**config.mk**
```make
export PLATFORM = sky130hd
export DESIGN_NAME = fetch_front
export DESIGN_NICKNAME = d
export VERILOG_FILES = /design/src/rtl/fetch_front.sv
export SDC_FILE = /design/constraint.sdc
export NUM_CORES = 1
export LEC_CHECK = 0
export CAP_MARGIN = 10
export CORE_ASPECT_RATIO = 1.2
export CORE_MARGIN = 2
export CORE_UTILIZATION = 50
export DETAILED_ROUTE_END_ITERATION = 8
export PLACE_DENSITY_LB_ADDON = 0.2
export SYNTH_ARGS = -nofsm -noshare
export SYNTH_HDL_FRONTEND = slang
export SYNTH_SLANG_ARGS = --single-unit
```
**constraint.sdc**
```tcl
create_clock -name clk -period 5.7 [get_ports clk]
set_input_delay 1.14 -clock clk [delete_from_list [all_inputs] [get_ports clk]]
set_output_delay 1.14 -clock clk [all_outputs]
set_load 0.01 [all_outputs]
```
**src/rtl/fetch_front.sv**
```systemverilog
// Instruction-fetch front end: PC register, IF/ID pipeline register, local J/JAL
// resolution, execute-stage redirect and the nop-muxed instruction seen by hazard logic.
module fetch_front #(
    parameter logic [31:0] RESET_PC = 32'h0000_0000,
    parameter logic [31:0] NOP_WORD = 32'h0000_0000
) (
    input  logic        clk,
    input  logic        rst_n,
    input  logic        pcEnable,
    input  logic        regIF_en,
    input  logic        nopMux,
    input  logic        redirect_valid,
    input  logic [31:0] redirect_pc,
    output logic [31:0] imem_addr,
    input  logic [31:0] imem_rdata,
    output logic [31:0] if_instr,
    output logic [31:0] if_pc4,
    output logic        if_valid,
    output logic [7:0]  stall_count
);

    logic [31:0] pc_r;
    logic [31:0] ifid_instr_r;
    logic [31:0] ifid_pc4_r;
    logic        ifid_valid_r;
    logic [7:0]  stall_count_r;

    logic [31:0] pc4_s;
    logic        jmp_s;
    logic [31:0] jmp_target_s;
    logic [31:0] pc_next_s;
    logic [31:0] ifid_instr_next_s;
    logic [31:0] ifid_pc4_next_s;
    logic        ifid_valid_next_s;
    logic [7:0]  stall_count_next_s;

    // Next-state selection: redirect beats a local jump, which beats the normal update.
    always_comb begin
        pc4_s              = pc_r + 32'd4;
        jmp_s              = ifid_valid_r & regIF_en &
                             ((ifid_instr_r[31:26] == 6'h02) | (ifid_instr_r[31:26] == 6'h03));
        jmp_target_s       = {ifid_pc4_r[31:28], ifid_instr_r[25:0], 2'b00};
        pc_next_s          = pc_r;
        ifid_instr_next_s  = ifid_instr_r;
        ifid_pc4_next_s    = ifid_pc4_r;
        ifid_valid_next_s  = ifid_valid_r;
        stall_count_next_s = stall_count_r;
        if (redirect_valid) begin
            pc_next_s         = {redirect_pc[31:2], 2'b00};
            ifid_instr_next_s = NOP_WORD;
            ifid_valid_next_s = 1'b0;
        end else if (jmp_s) begin
            // The word fetched sequentially behind the jump is squashed.
            pc_next_s         = jmp_target_s;
            ifid_instr_next_s = NOP_WORD;
            ifid_valid_next_s = 1'b0;
        end else begin
            if (pcEnable) begin
                pc_next_s = pc4_s;
            end else begin
                pc_next_s = pc_r;
            end
            if (regIF_en) begin
                ifid_instr_next_s = imem_rdata;
                ifid_pc4_next_s   = pc4_s;
                ifid_valid_next_s = 1'b1;
            end else begin
                ifid_instr_next_s = ifid_instr_r;
                ifid_pc4_next_s   = ifid_pc4_r;
                ifid_valid_next_s = ifid_valid_r;
            end
        end
        if (!pcEnable && !redirect_valid && !jmp_s && (stall_count_r != 8'hFF)) begin
            stall_count_next_s = stall_count_r + 8'd1;
        end else begin
            stall_count_next_s = stall_count_r;
        end
    end

    // PC, IF/ID and stall counter registers.
    always_ff @(posedge clk or negedge rst_n) begin
        if (!rst_n) begin
            pc_r          <= RESET_PC;
            ifid_instr_r  <= NOP_WORD;
            ifid_pc4_r    <= 32'h0000_0000;
            ifid_valid_r  <= 1'b0;
            stall_count_r <= 8'h00;
        end else begin
            pc_r          <= pc_next_s;
            ifid_instr_r  <= ifid_instr_next_s;
            ifid_pc4_r    <= ifid_pc4_next_s;
            ifid_valid_r  <= ifid_valid_next_s;
            stall_count_r <= stall_count_next_s;
        end
    end

    // Bubble insertion acts on the outputs only; the held instruction is preserved.
    always_comb begin
        imem_addr   = pc_r;
        if_pc4      = ifid_pc4_r;
        stall_count = stall_count_r;
        if (nopMux) begin
            if_instr = NOP_WORD;
            if_valid = 1'b0;
        end else begin
            if_instr = ifid_instr_r;
            if_valid = ifid_valid_r;
        end
    end

endmodule
```
==> results of run 1 <==
per-layer routing:
metal	wire, um	vias up	GRT usage (%)
met2	7560	198	43.1
met4	252	0	8.68
li1	-	2294	-
met1	6580	2372	36.0
met5	0	-	0
met3	1070	21	6.47
sequential cells by signal (all words and copies together), names as in the netlist:
register      cells
imem_addr        30
stall_count       8
ifid_instr_r     32
ifid_valid_r      1
if_pc4           30
layout by cell type, fill, tap and decap left out, types with 5 or more instances in the layout:
cell type        count
or3_1                7
dfrtp_1            101
a21oi_1             15
nor3_1              13
xor2_1              14
nand2_1             69
a22o_1              32
clkdlybuf4s50_1    166
o21ai_1              5
a22oi_1              5
and2_1               6
nor2_1              20
nor2b_1             33
o21ai_0             38
inv_1                9
o211ai_1             7
xnor2_1             28
nand3_1             23
nand4_1             12
and3_1              10
buf_4                7
clkbuf_16            9
path summary, 6_finish.rpt:
| path | end | slack (ns) |
|---|---|---|
| min in group asynchronous | if_pc4[25] | 0.76 |
| worst min-delay path | if_pc4[9] | 0.48 |
| worst max register to register | imem_addr[25] | 3.14 |
| worst min register to register | if_pc4[9] | 0.48 |
| worst max-delay path | if_instr[5] | 1.44 |
| max in group asynchronous | imem_addr[13] | 3.75 |
kinds of logic (layout without fill, tap and decap cells):
kind of cell             count (synthesis)  after routing  synth area share, %
AND/OR/NAND/NOR                        216            216                 21.8
AO/OA/AOI/OAI                          137            137                 17.9
flip-flops                             101            101                 47.4
buffers and inverters                   49            200                 3.91
XOR/XNOR                                42             42                 6.89
multiplexers                             8              8                 1.59
adder cells (fa/ha/maj)                  2              2                0.469
other                                    1              4               0.0703
stage by stage:
stage | power [mW] | util, % | setup slack [ns] | hold slack, ns
global route | 2.19 | 70.5 | 1.35 | 0.516
floorplan | 1.15 | - | 3.04 | 0.458
detailed placement | 1.47 | 67.5 | 1.46 | 0.467
global placement | 1.45 | 67.5 | 1.61 | 0.461
CTS | 2.10 | 70.5 | 1.45 | 0.488
finish | 2.09 | 70.5 | 1.44 | 0.480
final cells by class:
cell class                 count  area (um2)  share of cell area [%]
clock buffer                  11         253                    3.43
clock inverter                 5        58.8                   0.797
inverter                      10        37.5                   0.509
multi-input combinational    409        2620                    35.5
sequential                   101        2530                    34.3
tap                          129         161                    2.19
timing repair buffer         174        1720                    23.3
power by group:
part	internal [mW]	total (mW)	switching, mW
Clock	0.364	0.634	0.269
Combinational	0.300	0.529	0.229
Sequential	0.812	0.927	0.115
worst max-delay path, delay by kind of cell:
kind / cells / cell delay (ns)
buffers and inverters: 2 / 1.59
AND/OR/NAND/NOR: 1 / 0.38
==> summary.txt, run 1 <==
Status
  – Outcome: completed

GRT
  – Vias in the first global route: 4,705
  – Largest net degree at the start of global routing: 61
  – Initial antenna violation count: 0
  – Grt ovf: 0
  – First-pass GRT wire length: 24,300 um
  – Total GRT Usage: 26.7%

Setup path
  – Critical Path Source: nopMux
  – CP endpoint kind: output pin
  – Critical path's slowest cell: clkdlybuf4s50_1
  – Worst-case reg-to-reg path depth: 5
  – Crit path cell chain: clkdlybuf4s50_1 > nor2b_1 > clkdlybuf4s50_1
  – Crit-path most repeated cell: clkdlybuf4s50_1
  – Max FO, Critical Path: 33
  – Kind of critical path: primary input to output pin
  – Crit start category: primary input
  – WP data required: 4.56 ns
  – Crit path largest cell delay: 1.01 ns
  – R2R Path Start: imem_addr[12]
  – CP arrival: 3.12 ns

STA
  – Period minus WS final: 4.26 ns
  – Tcrit/Tclk final: 74.7%
  – Setup_tns: 0 ns
  – RSZ-0062 raised after global routing: false
  – Layout Skew: 0.00591 ns
  – Fmax achieved: 235 MHz
  – Hold Vio Cnt, Final: 0
  – Worst relative slew slack: 18.2%
  – Final Slew Violations: 0
  – Final setup vio count: 0
  – Least-Margin Pin Slew: 1.23 ns

Cells and area
  – Layout Cells excl Fill: 839
  – Proportion of layout cells with a drive suffix above 1: 5.77%
  – Fin area: 7370 um2
  – Layout overhead on the synthesized area: 38.2%
  – Final-stage net count: 777
  – Antenna diodes: 0
  – Fill cells: 816

Logic synthesis
  – Sequential share of the synthesized area: 47.4%
  – Synth Cell Area: 5340 um2
  – Top cell types by occurrence after synthesis: dfrtp_1 (101), nand2_1 (70), o21ai_0 (38)
  – #FFs+latches synth: 101
  – Synth top area share: 47.4%
  – Synth warnings: 0
  – Prevailing post-synth register cell: dfrtp_1
  – Synth cell types: 61
  – Most common cell in the netlist: dfrtp_1
  – Post-synthesis cell count: 556
  – Synth area leaders: dfrtp_1 (47%), a22o_1 (5.3%), nand2_1 (4.9%)
  – Post-Syn Area per Cell: 9.60 um2
  – Area leader, netlist: dfrtp_1
  – Ys async rst share: 100%
  – EDFF count, synth: 0

Floorplan
  – CORE AREA: 10,500 um2
  – Initial Util: 51.0%
  – Die width: 98.3 um
  – Die height: 117 um
  – Num rows: 41
  – # IOs: 175
  – Die Area: 11,500 um2

Clock tree
  – CTS H-tree depth: 3
  – TritonCTS clock tree: yes
  – Post-cts resize count: 0
  – Clk root buf: clkbuf_16
  – Num CTS Buffers: 9
  – Hold_buf cts: 0
  – Reg clk slew, reported paths: 0.06 ns
  – Total setup buffers inserted after CTS: 0
  – Latest clock arrival within the worst-skew pair: 0.34 ns
  – Clk sinks: 101
  – Clock buffer depth: 2

Hold path
  – Hold depth: 2
  – Hold Path Class: flip-flop to flip-flop
  – Hold Path Origin: if_pc4[9]

Routing
  – Drt drc: 0
  – Vias per cell: 5.82
  – Via count: 4,885
  – ANT nets after route: 0
  – DRT Pass-1 Iters: 5
  – Total wire length: 15,500 um
  – Mean routed wirelength per cell: 18.4 um
  – DR iter-0 viols: 307

Placement
  – Post-DP Area: 7060 um2
  – Dpl hpwl: 11,000 um
  – # port buffers: 168
  – Routability cong.: 0.911
  – Cell total after placement: 823

Power and ir drop
  – Static Leak: 3.03 nW
  – VDD IR max: 249 uV
  – Pwr dens: 283 nW/um2

Job
  – Max-Cap Viols: 0
(Power assumes the default switching activity.)
==> run 2, diff against run 1 <==
--- a/config.mk
+++ b/config.mk
@@ -8,7 +8,7 @@
 export CAP_MARGIN = 10
 export CORE_ASPECT_RATIO = 1.2
 export CORE_MARGIN = 2
-export CORE_UTILIZATION = 50
+export CORE_UTILIZATION = 42
 export DETAILED_ROUTE_END_ITERATION = 8
 export PLACE_DENSITY_LB_ADDON = 0.2
 export SYNTH_ARGS = -nofsm -noshare
==> constraint.sdc (replaced) <==
create_clock -name clk -period 3.5 [get_ports clk]
set_input_delay 0.7 -clock clk [delete_from_list [all_inputs] [get_ports clk]]
set_output_delay 0.7 -clock clk [all_outputs]
set_load 0.01 [all_outputs]
==> run 2 against run 1 <==
Effect of this change:
- die area is 18% higher
- sequential cell count unchanged
- via count is 0.80% higher
- clock skew about the same
- sequential power grew 63%
- clock power up 67%
- critical endpoint is now if_instr[2]
- final cell count up 5.2%
- critical path depth rose by 1
- global-route usage is 3.0 points lower
- register-to-register slack worse by 2.2 ns
==> summary.txt, run 2 (synthesized netlist as in run 1, its figures left out) <==
Status
  – Outcome: completed

Setup path
  – WP data required: 2.80 ns (-1.76 ns)
  – Max FO, Critical Path: 33 (unchanged)
  – Crit start category: primary input
  – Kind of critical path: primary input to output pin
  – CP arrival: 2.13 ns (-0.99 ns)
  – CP endpoint kind: output pin

Power and ir drop
  – VDD IR max: 285 uV (+14%)
  – Flop pwr share: 43.9% (-0.5 points)
  – Gate power share: 25.2% (about the same)
  – Clk network pwr share: 30.9% (+0.6 points)
  – NetSw: 0.998 mW (+63%)
  – Switching part of the total: 29.0% (-0.34 points)
  – P_int: 2.44 mW (+65%)
  – Static Leak: 3.07 nW (+1.4%)
  – Pwr dens: 459 nW/um2 (+62%)

Placement
  – Routability cong.: 0.890 (-2.3%)
  – Place WS: 0.518 ns (-0.941 ns)
  – # port buffers: 168 (unchanged)
  – Dpl hpwl: 11,500 um (+4.1%)

Cells and area
  – Commonest non-fill, non-tap cells in the layout: clkdlybuf4s50_1 (166), dfrtp_1 (101), nand2_1 (69)
  – Largest Register: ifid_instr_r
  – Commonest non-fill, non-tap cell in the layout: clkdlybuf4s50_1
  – Proportion of layout cells with a drive suffix above 1: 6.82% (+1.0 points)
  – Layout overhead on the synthesized area: 40.5%
  – Final-stage net count: 786 (+1.2%)
  – Antenna diodes: 0 (unchanged)
  – Largest register FFs: 32 (unchanged)

GRT
  – Total GRT Usage: 23.7% (-3.0 points)
  – First-pass GRT wire length: 25,500 um (+5.0%)
  – Largest net degree at the start of global routing: 76 (+25%)
  – Grt ovf: 0 (unchanged)
  – Initial antenna violation count: 0 (unchanged)
  – Vias in the first global route: 4,795 (+1.9%)

STA
  – Period minus WS final: 2.83 ns
  – Least-Margin Pin Slew: 0.942 ns (-0.284 ns)
  – Final Slew Violations: 0 (unchanged)
  – Hold Vio Cnt, Final: 0 (unchanged)
  – Worst setup margin: 0.675 ns (-0.767 ns)
  – Final setup vio count: 0 (unchanged)
  – Setup_tns: 0 ns (unchanged)
  – Worst relative slew slack: 37.2% (+19 points)
  – RSZ-0062 raised after global routing: false
  – Layout Skew: 0.00640 ns (+0.000493 ns)
  – Fmax achieved: 354 MHz
  – Tcrit/Tclk final: 80.7%

Floorplan
  – Die height: 127 um (+8.8%)
  – Die Area: 13,600 um2 (+18%)
  – # IOs: 175 (unchanged)
  – Die width: 107 um (+8.7%)
  – Num rows: 45 (+9.8%)
  – Initial Util: 42.5% (-8.5 points)
  – CORE AREA: 12,600 um2 (+20%)

Routing
  – Via count: 4,924 (+0.80%)
  – Mean routed wirelength per cell: 17.7 um (-3.8%)
  – ANT nets after route: 0 (unchanged)
  – Vias per cell: 5.58 (-4.2%)
  – Total wire length: 15,700 um (+1.2%)
  – DR iter-0 viols: 394 (+28%)
  – Drt drc: 0 (unchanged)
  – DRT Pass-1 Iters: 5 (unchanged)

Clock tree
  – TritonCTS clock tree: yes
  – Post-cts resize count: 0 (unchanged)
  – CTS H-tree depth: 3 (unchanged)
  – Num CTS Buffers: 9 (unchanged)
  – Clk sinks: 101 (unchanged)
  – Latest clock arrival within the worst-skew pair: 0.34 ns (about the same)
  – Total setup buffers inserted after CTS: 0 (unchanged)
  – Hold_buf cts: 0 (unchanged)
  – Clock buffer depth: 2 (unchanged)
  – Reg clk slew, reported paths: 0.07 ns (about the same)
  – Clk root buf: clkbuf_16

Job
  – Max-Cap Viols: 0 (unchanged)

Hold path
  – Hold Path Class: primary input to asynchronous set/reset pin
[run 2: power groups by stage]
| stage | Clock [mW] | Sequential [mW] | Combinational, mW |
|---|---|---|---|
| after global placement | 0 | 1.52 | 0.857 |
| after detailed placement | 0 | 1.53 | 0.870 |
| after global routing | 1.13 | 1.54 | 0.948 |
| after CTS | 1.08 | 1.51 | 0.874 |
| final | 1.06 | 1.51 | 0.868 |
| after floorplan | 0 | 1.54 | 0.339 |
[run 2: final cells by class]
class	count	area, um2
Clock buffer	10	229
Clock inverter	6	87.6
Fill cell	1115	5060
Inverter	10	37.5
Multi-Input combinational cell	409	2620
Sequential cell	101	2530
Tap cell	164	205
Timing Repair Buffer	183	1790
[run 2: critical path, cell delays in order]
cell	delay (ns)
clkdlybuf4s50_1	0.39
buf_4	0.24
nor2b_1	0.22
clkdlybuf4s50_1	0.57
[run 2: worst paths after layout]
kind                       cells after the start    startpoint  slack, ns              end
max reg2reg                                    5  imem_addr[2]       0.94    imem_addr[25]
min in group clk                               2    if_pc4[11]       0.48       if_pc4[11]
min reg2reg                                    2    if_pc4[11]       0.48       if_pc4[11]
max in group asynchronous                      2         rst_n       2.23  ifid_instr_r[4]
max                                            4        nopMux       0.67      if_instr[2]
min                                            1         rst_n       0.48       if_pc4[24]
[run 2: layer usage]
layer / GRT usage (%) / vias up / share of wire, %
met5: 0 / - / 0
met4: 8.71 / 0 / 2.7
met3: 4.39 / 38 / 7.1
met2: 36.7 / 206 / 47
met1: 33.2 / 2367 / 43
li1: - / 2313 / -
[run 2: stage by stage]
stage | total power, mW | area [um2] | hold WS, ns | utilization, % | instances
floorplan | 1.88 | 5350 | 0.404 | - | 559
global placement | 2.38 | 7170 | 0.463 | 57.1 | 866
detailed placement | 2.40 | 7170 | 0.466 | 57.1 | 866
CTS | 3.46 | 7480 | 0.483 | 59.6 | 882
global route | 3.61 | 7500 | 0.502 | 59.7 | 883
finish | 3.44 | 7500 | 0.477 | 59.7 | 883
